`config.mk`:
```
export PLATFORM = sky130hd
export DESIGN_NAME = hist_readout_flat
export DESIGN_NICKNAME = d
export VERILOG_FILES = /design/src/rtl/hist_pkg.sv /design/src/rtl/hist_readout_if.sv /design/src/rtl/hist_byte_mux.sv /design/src/rtl/hist_readout.sv /design/src/flat_wrapper.sv
export SDC_FILE = /design/constraint.sdc
export NUM_CORES = 1
export LEC_CHECK = 0
export CORE_MARGIN = 8
export CORE_UTILIZATION = 50
export CTS_BUF_LIST = sky130_fd_sc_hd__clkbuf_8
export CTS_CLUSTER_SIZE = 14
export DETAILED_ROUTE_END_ITERATION = 6
export PLACE_DENSITY_LB_ADDON = 0.1
export SLEW_MARGIN = 0
export SYNTH_ARGS = -nofsm -noshare
export SYNTH_HDL_FRONTEND = slang
export SYNTH_SLANG_ARGS = --single-unit
```
`constraint.sdc`:
```
create_clock -name clkin -period 3.62 [get_ports clkin]
set_input_delay 0.724 -clock clkin [delete_from_list [all_inputs] [get_ports clkin]]
set_output_delay 0.724 -clock clkin [all_outputs]
set_load 0.02 [all_outputs]
```
`src/rtl/hist_pkg.sv`:
```
// Shared types and default sizing for the histogram readout path.
package hist_pkg;
  typedef enum logic [2:0] {IDLE, SNAP, HDR, SEND, FIN} state_t;

  localparam int         NBINS_DEF     = 10;
  localparam int         WIDTH_DEF     = 32;
  localparam int         BYTES_PER_BIN = WIDTH_DEF / 8;
  localparam int         FRAME_BYTES   = NBINS_DEF * BYTES_PER_BIN;
  localparam logic [7:0] HEADER_DEF    = 8'hA5;
endpackage

```
`src/rtl/hist_readout_if.sv`:
```
// Byte stream toward the host-link TX FIFO; a byte moves when valid and ready are both high.
interface hist_readout_if;
  logic [7:0] tx_data;
  logic       tx_valid;
  logic       tx_ready;

  modport master (output tx_data, output tx_valid, input tx_ready);
  modport slave  (input tx_data, input tx_valid, output tx_ready);
endinterface

```
`src/rtl/hist_byte_mux.sv`:
```
// Picks one byte of the snapshot by flat index: bins ascending, bytes little-endian within a bin.
module hist_byte_mux #(
  parameter int NBINS = 10,
  parameter int WIDTH = 32,
  parameter int IW    = 6
) (
  input  logic [WIDTH-1:0] snap [NBINS],
  input  logic [IW-1:0]    idx,
  output logic [7:0]       dout
);
  localparam int BPB = WIDTH / 8;

  always_comb begin
    dout = '0;
    for (int b = 0; b < NBINS; b++)
      for (int k = 0; k < BPB; k++)
        if (idx == IW'(b * BPB + k)) dout = snap[b][8*k +: 8];
  end
endmodule

```
`src/rtl/hist_readout.sv`:
```
// Snapshots the live bin counters on request and streams them as a header plus bin bytes,
// so a slow host link never stalls accumulation.
module hist_readout
  import hist_pkg::*;
#(
  parameter int         NBINS         = NBINS_DEF,
  parameter int         WIDTH         = WIDTH_DEF,
  parameter bit         CLEAR_ON_READ = 1'b1,
  parameter logic [7:0] HEADER        = HEADER_DEF
) (
  input  logic             clkin,
  input  logic             reset,
  input  logic [WIDTH-1:0] histo [NBINS],
  input  logic             rd_req,
  hist_readout_if.master   tx,
  output logic             hist_clear,
  output logic             busy,
  output logic             done
);
  localparam int          NBYTES = NBINS * (WIDTH / 8);
  localparam int          IW     = (NBYTES > 1) ? $clog2(NBYTES) : 1;
  localparam logic [IW-1:0] LAST = IW'(NBYTES - 1);

  state_t           state, nxt;
  logic [IW-1:0]    idx;
  logic [WIDTH-1:0] snap [NBINS];
  logic [7:0]       mux_byte;
  logic             accept;

  assign accept = tx.tx_valid & tx.tx_ready;

  hist_byte_mux #(.NBINS(NBINS), .WIDTH(WIDTH), .IW(IW)) u_mux (
    .snap (snap),
    .idx  (idx),
    .dout (mux_byte)
  );

  always_ff @(posedge clkin) begin
    if (reset) begin
      state <= IDLE;
      idx   <= '0;
      for (int i = 0; i < NBINS; i++) snap[i] <= '0;
    end else begin
      state <= nxt;
      if (state == SNAP)
        for (int i = 0; i < NBINS; i++) snap[i] <= histo[i];
      // idx only moves on acceptance, which keeps tx_data stable under backpressure
      if (state == HDR && accept)
        idx <= '0;
      else if (state == SEND && accept && idx != LAST)
        idx <= idx + 1'b1;
    end
  end

  always_comb begin
    nxt         = state;
    tx.tx_valid = 1'b0;
    tx.tx_data  = '0;
    hist_clear  = 1'b0;
    busy        = 1'b0;
    done        = 1'b0;
    case (state)
      IDLE: if (rd_req) nxt = SNAP;
      SNAP: begin
        busy       = 1'b1;
        hist_clear = CLEAR_ON_READ;
        nxt        = HDR;
      end
      HDR: begin
        busy        = 1'b1;
        tx.tx_valid = 1'b1;
        tx.tx_data  = HEADER;
        if (tx.tx_ready) nxt = SEND;
      end
      SEND: begin
        busy        = 1'b1;
        tx.tx_valid = 1'b1;
        tx.tx_data  = mux_byte;
        if (tx.tx_ready && idx == LAST) nxt = FIN;
      end
      FIN: begin
        done = 1'b1;
        nxt  = IDLE;
      end
      default: nxt = IDLE;
    endcase
  end
endmodule

```
`src/flat_wrapper.sv`:
```
// flat-port wrapper written by rule: the top's interface ports become plain ports
module hist_readout_flat import hist_pkg::*;
#(
  parameter int         NBINS         = NBINS_DEF,
  parameter int         WIDTH         = WIDTH_DEF,
  parameter bit         CLEAR_ON_READ = 1'b1,
  parameter logic [7:0] HEADER        = HEADER_DEF
)
  (clkin, reset, histo, rd_req, hist_clear, busy, done, tx_tx_data, tx_tx_valid, tx_tx_ready);
  hist_readout_if tx_i ();
  input  logic clkin;
  input  logic reset;
  input  logic [WIDTH-1:0] histo[NBINS];
  input  logic rd_req;
  output logic hist_clear;
  output logic busy;
  output logic done;
  output wire logic [$bits(tx_i.tx_data)-1:0] tx_tx_data;
  output wire logic [$bits(tx_i.tx_valid)-1:0] tx_tx_valid;
  input wire logic [$bits(tx_i.tx_ready)-1:0] tx_tx_ready;
  assign tx_tx_data = tx_i.tx_data;
  assign tx_tx_valid = tx_i.tx_valid;
  assign tx_i.tx_ready = tx_tx_ready;
  hist_readout #(.NBINS(NBINS), .WIDTH(WIDTH), .CLEAR_ON_READ(CLEAR_ON_READ), .HEADER(HEADER)) u_core (.clkin(clkin), .reset(reset), .histo(histo), .rd_req(rd_req), .tx(tx_i), .hist_clear(hist_clear), .busy(busy), .done(done));
endmodule
```
==> out/metrics.csv <==
stage,metric,value,unit
placement,RePlAce Congestion,0.9897,
worst_setup_path,CP required,2.90,ns
worst_setup_path,Critical Path AT,3.37,ns
timing,fmax,0.2442,GHz
detailed_routing,vias,17830,
placement,hpwl dp,48640,um
timing,RSZ-0062 raised after global routing,true,
power_and_ir_drop,Internal,6.255,mW
run_status,failing checks,"design-rule violations, negative setup slack",
worst_setup_path,CP cell instances,"ha_4, buf_6, nor3b_4, buf_4, buf_4, o21ai_0, nand4_1, a211oi_1, nand4b_1, a32oi_2, o21ai_2, buf_6",
timing,Final setup violation count,8,
timing,TNS Setup,-2.524,ns
die,FP Rows,64,
power_and_ir_drop,Leakage,8.552,nW
grt,global-route wire length before repair,98460,um
placement,Buffers on Ports,335,
detailed_routing,drt pass-1 iters,7,
worst_setup_path,Setup crit start kind,register,
worst_setup_path,CP Class,reg -> out,
timing,final worst setup slack,-0.4747,ns
timing,period utilisation layout,113.1,%
yosys,Post-Synthesis Net Count,2439,
yosys,"EDFF count, synth",0,
yosys,sequential fraction of the synthesis area,42.77,%
power_and_ir_drop,Peak VDD IR,0.0004140,V
power_and_ir_drop,pwr/cell area,376.8,nW/um^2
detailed_routing,vias per cell,5.864,
die,Die X,191.5,um
cts,CTS tree,built,
yosys,ys flop type,dfxtp_1,
worst_setup_path,slowest library cell on the worst path,dfxtp_4,
hold_path,Worst Hold Class,reg -> reg,
die,I/O pin count,336,
layout,nets@finish,2933,
yosys,top-count cell post-synth,nand2_1,
cts,clock slew at reported path FFs,0.07,ns
worst_setup_path,WP buf/inv,4,
detailed_routing,1st-iter DRT viols,1678,
grt,vias in the first global route,17730,
timing,worst slew pin tran,1.070,ns
yosys,top cell type's share of synthesized area,42.77,%
worst_setup_path,CP max stage delay,0.38,ns
timing,hold slack final,0.4571,ns
grt,largest net degree at the start of global routing,200,
cts,Root Driver,clkbuf_8,
yosys,mapped cell area,15400,sq um
detailed_routing,drt drc,4,
die,Die ar.,36670,sq um
power_and_ir_drop,NetSw,2.279,mW
die,Die H,191.5,um
worst_setup_path,worst-path fanout max,5,
grt,grt ovf,0,
cts,H-tree depth,2,
power_and_ir_drop,part of the power in the clock network,39.2,%
timing,Final Hold Fails,0,
layout,area growth from synthesis to layout,47.10,%
yosys,Synth Warn #,0,
layout,share of cells above drive strength 1,18.80,%
run,total of max-cap violations,0,
die,core area,30430,sq um
grt,GRT Total Usage,33.88,%
worst_setup_path,crit end category,output port,
yosys,Yosys reg bits,329,
timing,Max Transition Viols Final,0,
power_and_ir_drop,Tot Pwr,8.534,mW
cts,Hold Buf Count CTS,0,
grt,initial antenna violation count,0,
yosys,"Async S/R FF share, synth",0,%
power_and_ir_drop,Seq pwr share,47.4,%
cts,maximum clock insertion buffer count,3,
power_and_ir_drop,Sw Share,26.71,%
cts,cts bufs inserted,51,
timing,fin crit period,4.095,ns
placement,Setup WS pre-CTS,-0.6511,ns
detailed_routing,Final ANT Viol Nets,0,
layout,n_diodes,0,
yosys,largest cells by area after synthesis,"dfxtp_1 (43%), nand2_1 (18%), a21oi_1 (12%)",
detailed_routing,routed len/inst,21.21,um
run_status,outcome,"complete, but fails checks",
yosys,Synth Area per Inst,7.294,sq um
worst_setup_path,Top Family by Delay on Critical Path,compound AO/OA/AOI/OAI gates,
yosys,"Distinct cells, synth",91,
detailed_routing,Post-Route WL,64490,um
cts,# clock sinks,329,
yosys,Cells after Synth,2111,
timing,Final Skew,0.01868,ns
die,Initial Util,50.60,%
cts,worst skew pair latency,0.62,ns
yosys,"top cells by count, synth","nand2_1 (738), a21oi_1 (367), dfxtp_1 (329)",
power_and_ir_drop,power share of the combinational group,13.4,%
timing,relative slew slack,28.66,%
yosys,leading area contributor after synthesis,dfxtp_1,
[layer usage]
metal  vias to the layer above  GRT usage [%]  wire length [um]
li1                       8315              -                 -
met1                      8407          42.10             25790
met2                       899          57.12             30580
met3                       206          6.129              5372
met4                         0          14.03              2754
met5                         -              0                 0
[sequential cells by signal, indices dropped and copies added, names as in the netlist]
register,count
u_core.snap,320
u_core.idx,6
u_core.state,3
[kinds of logic (layout without fill, tap and decap cells)]
group / Yosys count / in the layout / synth area share (%)
simple gates: 991 / 991 / 27.74
compound gates: 606 / 606 / 23.90
flops: 329 / 329 / 42.77
buf+inv: 173 / 706 / 4.770
xor+xnor: 5 / 5 / 0.2844
fa+ha+maj: 4 / 4 / 0.3250
mux: 3 / 3 / 0.2113
[power groups by stage]
stage                     sequential, mW  combinational, mW  clock [mW]
after floorplan                     4.02              0.569           0
after global placement              4.10               1.08           0
after detailed placement            4.11               1.10           0
after CTS                           4.03               1.13        3.35
after global routing                4.06               1.25        3.54
final                               4.04               1.15        3.34
[cells in the final DEF (no fill, tap or decap), types with 7 or more instances in the layout]
master	netlist	routed
a21oi_1	367	360
buf_4	5	232
o21ai_0	43	34
and2_1	15	11
buf_6	6	25
nand3b_1	7	7
o22ai_1	18	15
o211ai_1	12	12
nand2_2	1	10
dfxtp_1	329	323
clkbuf_8	0	62
o21a_1	7	7
nand2b_1	7	7
o221ai_1	18	17
clkdlybuf4s50_1	0	326
a221oi_1	27	18
o21ai_2	0	7
a31oi_1	9	9
buf_12	0	14
nand3_1	53	49
nor2_2	1	7
nor3_1	18	13
a211oi_1	14	8
nand4_1	13	13
nor2_1	75	64
nand2_1	738	728
a221oi_2	2	9
o21ai_1	8	8
nor4_1	8	7
inv_1	10	22
[through the flow]
step / util (%) / instances / cell area, sq um
3_5_place_dp: 67.54 / 2923 / 20550
5_1_grt: 74.44 / 3040 / 22650
2_1_floorplan: - / 2111 / 15400
3_3_place_gp: 67.54 / 2923 / 20550
6_report: 74.44 / 3040 / 22650
4_1_cts: 73.66 / 3030 / 22420
[layout make-up]
type	instances	area [sq um]
clock inverter	30	250.2
sequential	329	6606
clock buffer	62	853.3
tap	396	495.5
inverter	12	57.56
fill	2239	7779
multi-input combinational	1609	8746
timing repair buffer	602	5642
[worst paths after layout]
| kind | start | end | slack (ns) | cells past startpoint |
|---|---|---|---|---|
| worst max-delay path | u_core.idx[1] | tx_tx_data[4] | -0.47 | 12 |
| worst min-delay path | u_core.snap[152] | u_core.snap[152] | 0.46 | 2 |
| worst max register to register | u_core.idx[1] | u_core.idx[5] | 1.27 | 12 |
| worst min register to register | u_core.snap[152] | u_core.snap[152] | 0.46 | 2 |
[timing repair]
| item | CTS | global route |
|---|---|---|
| pin swaps | 60 | 26 |
| endpoints found under the setup margin | 8 | 8 |
| gates resized for setup | 199 | 34 |
| buffers inserted | 22 | 11 |
[tightest hold or removal path, delay by kind of cell (launching register included)]
kind / cells / cell delay (ns)
compound gates: 1 / 0.05
flops: 1 / 0.31
simple gates: 1 / 0.05
No activity file was read; power rests on OpenSTA's default activity.
